$ cat config.mk
export PLATFORM = sky130hd
export DESIGN_NAME = serial_sub_param
export DESIGN_NICKNAME = d
export VERILOG_FILES = /design/src/rtl/serial_sub_param.sv
export SDC_FILE = /design/constraint.sdc
export NUM_CORES = 1
export LEC_CHECK = 0
export CAP_MARGIN = 20
export CORE_ASPECT_RATIO = 1.75
export CORE_MARGIN = 1
export CORE_UTILIZATION = 45
export DETAILED_ROUTE_END_ITERATION = 8
export PLACE_DENSITY = 0.78
export SYNTH_ARGS = -nofsm -noshare
export SYNTH_HDL_FRONTEND = slang
export SYNTH_SLANG_ARGS = --single-unit
$ cat constraint.sdc
create_clock -name clk -period 1.77 [get_ports clk]
set_input_delay 0.4425 -clock clk [delete_from_list [all_inputs] [get_ports clk]]
set_output_delay 0.4425 -clock clk [all_outputs]
set_load 0.02 [all_outputs]
$ cat src/rtl/serial_sub_param.sv
// Multi-cycle subtractor: computes a - b - borrowIn, DIGIT bits per clock, with
// the borrow registered between steps and a start/busy/done handshake.
module serial_sub_param #(
   parameter int WIDTH = 8,
   parameter int DIGIT = 2
) (
   input  logic             clk,
   input  logic             resetN,
   input  logic             start,
   input  logic [WIDTH-1:0] a,
   input  logic [WIDTH-1:0] b,
   input  logic             borrowIn,
   output logic             busy,
   output logic             done,
   output logic [WIDTH-1:0] difference,
   output logic             borrowOut,
   output logic             overflow,
   output logic             zero
);

   localparam int STEPS = WIDTH / DIGIT;
   localparam int CW    = (STEPS > 1) ? $clog2(STEPS) : 1;
   localparam logic [CW-1:0] LAST = CW'(STEPS - 1);

   localparam logic [1:0] IDLE = 2'd0;
   localparam logic [1:0] RUN  = 2'd1;
   localparam logic [1:0] DONE = 2'd2;

   generate
      if (WIDTH < 2 || DIGIT < 1 || DIGIT > WIDTH || (WIDTH % DIGIT) != 0) begin : g_bad_params
         $error("serial_sub_param: need WIDTH >= 2, 1 <= DIGIT <= WIDTH, WIDTH %% DIGIT == 0");
      end
   endgenerate

   // Ripple of DIGIT full-subtractor cells; returns {borrow into top cell, borrow out, diff bits}.
   function automatic logic [DIGIT+1:0] ripple(input logic [DIGIT-1:0] x,
                                               input logic [DIGIT-1:0] y,
                                               input logic             bin);
      logic [DIGIT-1:0] d;
      logic             bi;
      logic             btop;
      d    = '0;
      bi   = bin;
      btop = bin;
      for (int i = 0; i < DIGIT; i++) begin
         btop = bi;
         d[i] = x[i] ^ y[i] ^ bi;
         bi   = (~x[i] & y[i]) | (~(x[i] ^ y[i]) & bi);
      end
      return {btop, bi, d};
   endfunction

   logic [1:0]       state;
   logic [WIDTH-1:0] sa;
   logic [WIDTH-1:0] sb;
   logic [WIDTH-1:0] res;
   logic             br;
   logic [CW-1:0]    cnt;

   logic [DIGIT+1:0] rip;
   logic [DIGIT-1:0] dig;
   logic             bout;
   logic             btop;
   logic [WIDTH-1:0] res_next;
   logic             last;

   assign rip  = ripple(sa[DIGIT-1:0], sb[DIGIT-1:0], br);
   assign dig  = rip[DIGIT-1:0];
   assign bout = rip[DIGIT];
   assign btop = rip[DIGIT+1];
   assign last = (cnt == LAST);

   // New digits enter from the MSB side so the LSB digit ends up at the bottom.
   generate
      if (DIGIT == WIDTH) begin : g_single
         assign res_next = dig;
      end else begin : g_multi
         assign res_next = {dig, res[WIDTH-1:DIGIT]};
      end
   endgenerate

   always_ff @(posedge clk or negedge resetN) begin
      if (!resetN) begin
         state      <= IDLE;
         sa         <= '0;
         sb         <= '0;
         res        <= '0;
         br         <= 1'b0;
         cnt        <= '0;
         difference <= '0;
         borrowOut  <= 1'b0;
         overflow   <= 1'b0;
         zero       <= 1'b0;
      end else begin
         case (state)
            IDLE, DONE: begin
               if (start) begin
                  sa    <= a;
                  sb    <= b;
                  br    <= borrowIn;
                  res   <= '0;
                  cnt   <= '0;
                  state <= RUN;
               end else begin
                  state <= IDLE;
               end
            end
            RUN: begin
               sa  <= sa >> DIGIT;
               sb  <= sb >> DIGIT;
               br  <= bout;
               res <= res_next;
               cnt <= cnt + CW'(1);
               if (last) begin
                  difference <= res_next;
                  borrowOut  <= bout;
                  overflow   <= btop ^ bout;
                  zero       <= (res_next == '0);
                  state      <= DONE;
               end
            end
            default: state <= IDLE;
         endcase
      end
   end

   assign busy = (state == RUN);
   assign done = (state == DONE);

endmodule

==> metrics.cfg <==
[run_status]
status = finished with violations
violations = setup timing

[route]
vias_per_cell = 5.25
drt-initial-drc-count = 35
remaining_drc_errors = 0
postRouteAntennaNets = 0
routedWlPerCell_um = 14.7
first_pass_iters = 4
routed_wl_um = 3410
vias = 1213

[clocking]
cts_sinks = 38
cts_tree = built
htreeDepth = 2
cts_root_buffer = clkbuf_8
path_clk_slew_ns = 0.07
cts_hold_buf = 0
clockBufferDepth = 2
cts_made_buffers = 5
insertion_delay_ns = 0.29

[cells_and_area]
multi_input_area_um2 = 606
diodes = 0
drive_above_1_share_pct = 19.9
postLayoutCellArea_mm2 = 0.00216
layout_commonest_cell = dfrtp_1
fin_nets = 208
fin_util_pct = 62.8
fillers = 294
ff_latch_area_um2 = 951
mostFrequentLayoutCells = dfrtp_1 (38), nand2_1 (29), clkdlybuf4s50_1 (29), nor2_1 (13), a31oi_1 (12)
area_delta_synth_final_pct = 31.1

[timing]
hold_viol = 0
drv_slew = 0
clock.fmax_ghz = 0.542
fin_skew_ns = 0.00755
rsz0062_at_grt = true
period_share_pct = 104
timing.slew.headroom_pct = 70.5
worst_slack_ns = -0.0759
finalSetupViolations = 2
tightest_slew_ns = 0.442
fin_crit_ns = 1.85

[floorplan]
initial_core_util_pct = 47.9
coreArea_mm2 = 0.00343
dieWidth_um = 47.7
dieArea_mm2 = 0.00391
rows = 28
ioPinCount = 33
die_h_um = 82.0

[setup_path]
cp-start-kind = register
crit_type = reg -> reg
crit_family = adder cells
max_stage_delay_ns = 0.45
cp.required_ns = 1.95
critPathMaxFanout = 3
crit_buf_inv = 3
arrival_ns = 2.03
crit_chain = inv_2, fa_2, inv_2, fa_2, buf_4, mux2_4
cp_slowest_cell = fa_2
end_kind = register

[global_routing]
overflow = 0
grt_pass1_wl_um = 5590
antenna_found_initial = 0
grt_max_degree = 30
grt_pass1_vias = 1251
grt.total_usage_pct = 21.4

[placed_design]
place_area_mm2 = 0.00202
gp_congestion = 0.809
numPortBuffers = 32
hpwlAfterDp_um = 2410
dp_slack_ns = -0.114

[logic_synthesis]
synthesis.nets = 166
syn_inst = 143
ys_ff_latch = 38
syn_avg_cell_area_um2 = 11.5
yosysSeqAreaShare_pct = 57.8
synthesis.area_mm2 = 0.00164
synth_cell_types = 25
ys_warn_count = 0

[pwr]
max-vdd-ir-drop_uv = 1000
p_total_w = 0.00432
p_leak_nw = 0.995
power_density_mw_per_mm2 = 2010

[flow_run]
drv_cap = 0

[worst_hold_path]
hp-class = in -> async

[report_power, final]
part           internal (W)  switching, W
clock              0.000393      0.000290
combinational       0.00104       0.00105
sequential          0.00128      0.000266
total               0.00271       0.00161
[state kept, by name, indices dropped and copies added, names as in the netlist]
name        cells
sa              8
difference      8
borrowOut       1
cnt             2
res             6
zero            1
state           2
overflow        1
sb              8
br              1
[through the flow]
| step | std cells | hold slack [ns] | TNS, ns |
|---|---|---|---|
| final | 231 | 0.0894 | -0.137 |
| after global routing | 231 | 0.116 | -0.250 |
| after CTS | 229 | 0.0953 | -0.145 |
| after detailed placement | 220 | 0.415 | -0.114 |
| after global placement | 220 | 0.402 | -0.0160 |
| after floorplan | 143 | 0.147 | 0 |
[synthesized netlist by cell type, drive strengths merged]
cell | count | area share [%]
ha | 1 | 0.76
nand2b | 2 | 1.1
inv | 4 | 0.91
a22o | 10 | 5.3
xor2 | 1 | 0.53
clkinv | 1 | 0.53
nor2 | 14 | 3.7
nand3b | 1 | 1.2
a31oi | 12 | 4.6
nand3 | 1 | 0.30
nor2b | 2 | 0.76
dfrtp | 38 | 58
o21ai | 6 | 1.8
mux2 | 7 | 5.0
o2bb2ai | 1 | 0.53
buf | 7 | 4.3
clkbuf | 1 | 0.23
fa | 2 | 2.4
nand2 | 29 | 6.6
nor4b | 1 | 0.53
nor4 | 1 | 0.38
a221o | 1 | 0.61
[kinds of logic (layout without fill, tap and decap cells)]
| kind of cell | count (synthesis) | count (layout) | synth area share [%] |
|---|---|---|---|
| and+or+nand+nor | 51 | 51 | 14.5 |
| DFF | 38 | 38 | 57.8 |
| AOI/OAI and AO/OA | 30 | 30 | 12.9 |
| buffers and inverters | 13 | 56 | 6.01 |
| muxes | 7 | 7 | 5.02 |
| adders and majority gates | 3 | 3 | 3.20 |
| xor gates and xnor gates | 1 | 1 | 0.533 |
[layout make-up]
type	instances	share of cell area, %
Timing Repair Buffer	43	19.0
Multi-Input combinational cell	92	28.1
Clock buffer	8	5.11
Inverter	5	1.10
Sequential cell	38	44.1
Tap cell	45	2.61
[worst paths after layout]
path                            slack, ns          start             to  cells after the start
worst min-delay path                 0.09         resetN         res[4]                      1
worst min register to register       0.48  difference[6]  difference[6]                      2
worst max register to register      -0.08          sa[0]  difference[7]                      6
max in group asynchronous            1.22         resetN  difference[1]                      2
worst max-delay path                -0.08          sa[0]  difference[7]                      6
min in group clk                     0.48  difference[6]  difference[6]                      2
[layer usage]
layer	vias up	track usage [%]	part of all wire (%)
li1	569	-	-
met1	589	22.9	38
met2	41	35.1	53
met3	14	5.93	4.2
met4	0	13.3	4.4
met5	-	0	0
[what timing repair did]
| item | in CTS | in global routing |
|---|---|---|
| buffers inserted | 1 | 2 |
| endpoints found under the setup margin | 3 | 3 |
| gates resized for setup | 5 | 2 |
| pin swaps | 1 | 0 |
No activity file was read; power rests on OpenSTA's default activity.
==> patch 1 (config.mk and constraints unchanged) <==
Add an input register stage for `start`, `a`, `b` and `borrowIn`; this delays them by one clock. Comments in the files are not updated.
--- a/src/rtl/serial_sub_param.sv
+++ b/src/rtl/serial_sub_param.sv
@@ -26,4 +26,16 @@
    localparam logic [1:0] RUN  = 2'd1;
    localparam logic [1:0] DONE = 2'd2;
+
+   logic start_q;
+   logic [WIDTH-1:0] a_q;
+   logic [WIDTH-1:0] b_q;
+   logic borrowIn_q;
+
+   always_ff @(posedge clk) begin
+      start_q    <= start;
+      a_q        <= a;
+      b_q        <= b;
+      borrowIn_q <= borrowIn;
+   end
 
    generate
@@ -95,8 +107,8 @@
          case (state)
             IDLE, DONE: begin
-               if (start) begin
-                  sa    <= a;
-                  sb    <= b;
-                  br    <= borrowIn;
+               if (start_q) begin
+                  sa    <= a_q;
+                  sb    <= b_q;
+                  br    <= borrowIn_q;
                   res   <= '0;
                   cnt   <= '0;
Formal check against the unedited RTL: not equivalent (a bounded check fails within 4 cycles, from zero or initial values and one cycle with resetN low).
==> patch 1 against the original RTL <==
The run still ends with negative setup slack left. Core utilization decreased by 3.8 points. Largest power group is now sequential cells. Clock skew increased by 0.0020 ns. Via count increased by 7.3%. Sequential cell count increased by 18. Final area increased by 15%. Global-route usage decreased by 4.9 points. Power increased by 5.7%. Worst setup slack improved by 0.019 ns. Synthesized area increased by 22%. Largest cell class unchanged. Wire length decreased by 4.1%.
==> patch 1: results (changes against the original RTL) <==
Yosys
  • Ys async rst share: 67.9% (-32 points)
  • Netlist cell types: 26 (+4.0%)
  • Sequential fraction of the synthesis area: 65.3% (+7.5 points)
  • Adder-cell share of the synthesized area: 2.62% (-0.58 points)
  • Synth top area cells: dfrtp_1 (47%), dfxtp_1 (18%), nand2_1 (5.4%)
  • Post-synth top cells: dfrtp_1 (38), nand2_1 (29), dfxtp_1 (18), nor2_1 (13), a31oi_1 (12)
  • Synth Instances: 161 (+13%)
  • Post-Synth XOR/XNOR Area: 0.436% (-0.097 points)

Cells and area
  • Final Net Count: 222 (+6.7%)
  • Share of cells above drive strength 1: 16.0% (-3.9 points)

Detailed routing
  • Iteration-0 DRC Markers: 45 (+29%)
  • Final WL: 3.27 mm (-4.1%)
  • Wire length on met2: 1.75 mm (-3.4%)
  • Metal3 WL: 147 um (+2.1%)
  • Via/cell ratio: 5.22 (-0.50%)
  • Max Used Layer: met4

Placed design
  • Post-Place Cell Area: 2370 um2 (+17%)
  • Placed cell count: 239 (+8.6%)
  • Routability congestion estimate: 0.761 (-6.0%)
  • Placed wire-length estimate: 2.31 mm (-4.2%)
  • Setup WS pre-CTS: -0.120 ns (-0.00565 ns)

Clock network
  • CTS clk-pin slew, worst paths: 0.09 ns (+0.02 ns)
  • Skew-Pair Late Insertion Delay: 0.31 ns (+0.02 ns)

Min path
  • Worst Hold Class: register to register

Timing
  • WHS: 0.451 ns (+0.361 ns)
  • Measured slew at the worst slew-check pin: 0.306 ns (-0.137 ns)
  • Setup Viol. Count Final: 2 (unchanged)
  • Final WS setup: -0.0573 ns (+0.0186 ns)
  • Worst Skew: 0.00958 ns (+0.00204 ns)
  • Setup TNS: -0.0887 ns (+0.0485 ns)

Worst setup path
  • Worst Path Arrival: 2.02 ns
  • Crit path max fanout: 2 (-1)

Outcome
  • Failing checks: negative setup slack
  • Status: finished with violations

Global routing
  • First-pass GRT wire length: 5.80 mm (+3.7%)

Power and ir drop
  • Max IR drop VDD: 1240 uV (+24%)
-- patch 1: changes by cell type after synthesis --
cell | unedited run | this run
dfxtp_1 | 0 | 18
buf_4 | 2 | 1
buf_6 | 5 | 6
-- patch 1: logic make-up (layout without fill, tap and decap cells) --
| kind of cell | count (synthesis) | count (layout) |
|---|---|---|
| flip-flops | 56 | 56 |
| AND/OR/NAND/NOR | 51 | 51 |
| AO/OA/AOI/OAI | 30 | 30 |
| buffers and inverters | 13 | 52 |
| multiplexers | 7 | 7 |
| adder cells (fa/ha/maj) | 3 | 3 |
| XOR/XNOR | 1 | 1 |
-- patch 1: layer usage --
layer	vias up	GRT usage, %
met5	-	0
met4	0	5.92
met3	4	5.89
met2	41	27.8
met1	636	18.3
li1	620	-
-- patch 1: layout make-up --
type,instances,area [um2]
clock buffers,7,76.3
clock inverters,1,5.00
fillers,353,1720
inverters,5,23.8
multi-input cells,92,606
flip-flops and latches,56,1310
well taps,49,61.3
repair buffers,39,387
-- patch 1: what timing repair did --
action / 4_1_cts / 5_1_grt
buffers inserted: 1 / 1
gates resized for setup: 5 / 7
pin swaps: 1 / 0
setup endpoints to repair: 3 / 6
-- patch 1: report_power, final --
part / leakage [uW] / total, uW / internal, uW / switching [uW]
clock network: 0.0000422 / 650 / 278 / 371
registers: 0.000623 / 1990 / 1700 / 282
logic: 0.000486 / 1930 / 957 / 976
-- patch 1: how the worst max path moves through the flow --
stage,start,end,slack [ns]
2_1_floorplan,sa[0],zero,0.01
3_3_place_gp,sa[0],zero,-0.009
3_5_place_dp,sa[0],zero,-0.12
4_1_cts,sa[0],zero,-0.06
5_1_grt,sa[0],zero,-0.17
6_report,sa[0],difference[7],-0.06
==> patch 2 (same flow settings) <==
Made on the original files. Change the parameter `DIGIT` from 2 to 1.
--- a/src/rtl/serial_sub_param.sv
+++ b/src/rtl/serial_sub_param.sv
@@ -3,5 +3,5 @@
 module serial_sub_param #(
    parameter int WIDTH = 8,
-   parameter int DIGIT = 2
+   parameter int DIGIT = 1
 ) (
    input  logic             clk,
Check against the original RTL: not equivalent (Yosys sat finds a counterexample within 10 cycles, from zero or initial values and one cycle with resetN low).
==> patch 2 against the original RTL <==
First-iteration DRC count down 2.9%. Synthesized area up 6.5%. Core utilization fell by 3.4 points. Final area is 0.93% higher. Worst setup slack gained 0.15 ns. Wire length is 6.3% lower. Sequential cell count rose by 2. Largest power group unchanged. Clock skew decreased by 0.0045 ns. Power decreased by 8.3%.
==> patch 2: results (changes against the original RTL) <==
Outcome
  • Status: finished clean

Worst setup path
  • Worst stage delay on the critical path: 0.61 ns (+0.16 ns)
  • Worst Path Arrival: 1.25 ns (-0.78 ns)
  • Worst path top cell family by delay: buffers and inverters
  • R2R depth: 4 (-2)
  • R2R setup slack: 0.23 ns (+0.31 ns)
  • Slowest CP cell: clkdlybuf4s50_1
  • Crit path max fanout: 2 (-1)
  • Crit path from: difference[0]

Power and ir drop
  • Max IR drop VDD: 928 uV (-7.3%)
  • P_comb: 1730 uW (-17%)
  • Leak Pwr: 0.00102 uW (+2.1%)

Detailed routing
  • Iteration-0 DRC Markers: 34 (-2.9%)
  • Via/cell ratio: 5.17 (-1.6%)
  • Metal3 WL: 146 um (+1.4%)
  • Wire length on met2: 1.69 mm (-6.7%)

Timing
  • Worst Skew: 0.00308 ns (-0.00447 ns)
  • Max-slew headroom: 70.8% (+0.28 points)

Yosys
  • Netlist cell types: 26 (+4.0%)
  • Post-synth top cells: dfrtp_1 (40), nand2_1 (32), nor2_1 (15), a31oi_1 (14), a22o_1 (11)
  • Sequential fraction of the synthesis area: 57.2% (-0.65 points)
  • Synth top area cells: dfrtp_1 (57%), nand2_1 (6.9%), a22o_1 (5.5%)

Placed design
  • Placed wire-length estimate: 2.37 mm (-1.7%)
  • Routability congestion estimate: 0.792 (-2.2%)
  • Post-Place Cell Area: 2090 um2 (+3.2%)

Global routing
  • Vias in the first global route: 1,272 (+1.7%)
  • Met2 Use GR: 30.5% (-4.6 points)
  • GRT Util Overall: 18.3% (-3.1 points)
  • First-pass GRT wire length: 5.72 mm (+2.3%)

Clock network
  • # Post-CTS Setup Buffers: 0 (-1)
[patch 2: kinds of logic after synthesis]
family          count (synthesis)  share of synthesized area [%]
compound gates                 31                           12.5
xor+xnor                        1                          0.500
fa+ha+maj                       3                           2.57
buf+inv                        15                           7.08
flops                          40                           57.2
mux                             8                           5.79
simple gates                   56                           14.4
[patch 2: cell type report]
type | instances | share of cell area (%)
clock buffer | 8 | 4.14
tap | 46 | 2.65
sequential | 40 | 46.0
timing repair buffer | 41 | 17.5
inverter | 4 | 0.920
multi-input combinational | 99 | 28.8
[patch 2: through the flow]
stage,cells,hold slack (ns),total power (uW),worst slack [ns]
2_1_floorplan,154,0.147,2880,0.336
3_3_place_gp,230,0.389,3290,0.0423
3_5_place_dp,230,0.408,3390,0.0272
4_1_cts,238,0.0866,4000,0.0449
5_1_grt,238,0.117,4250,0.0161
6_report,238,0.0848,3960,0.0730
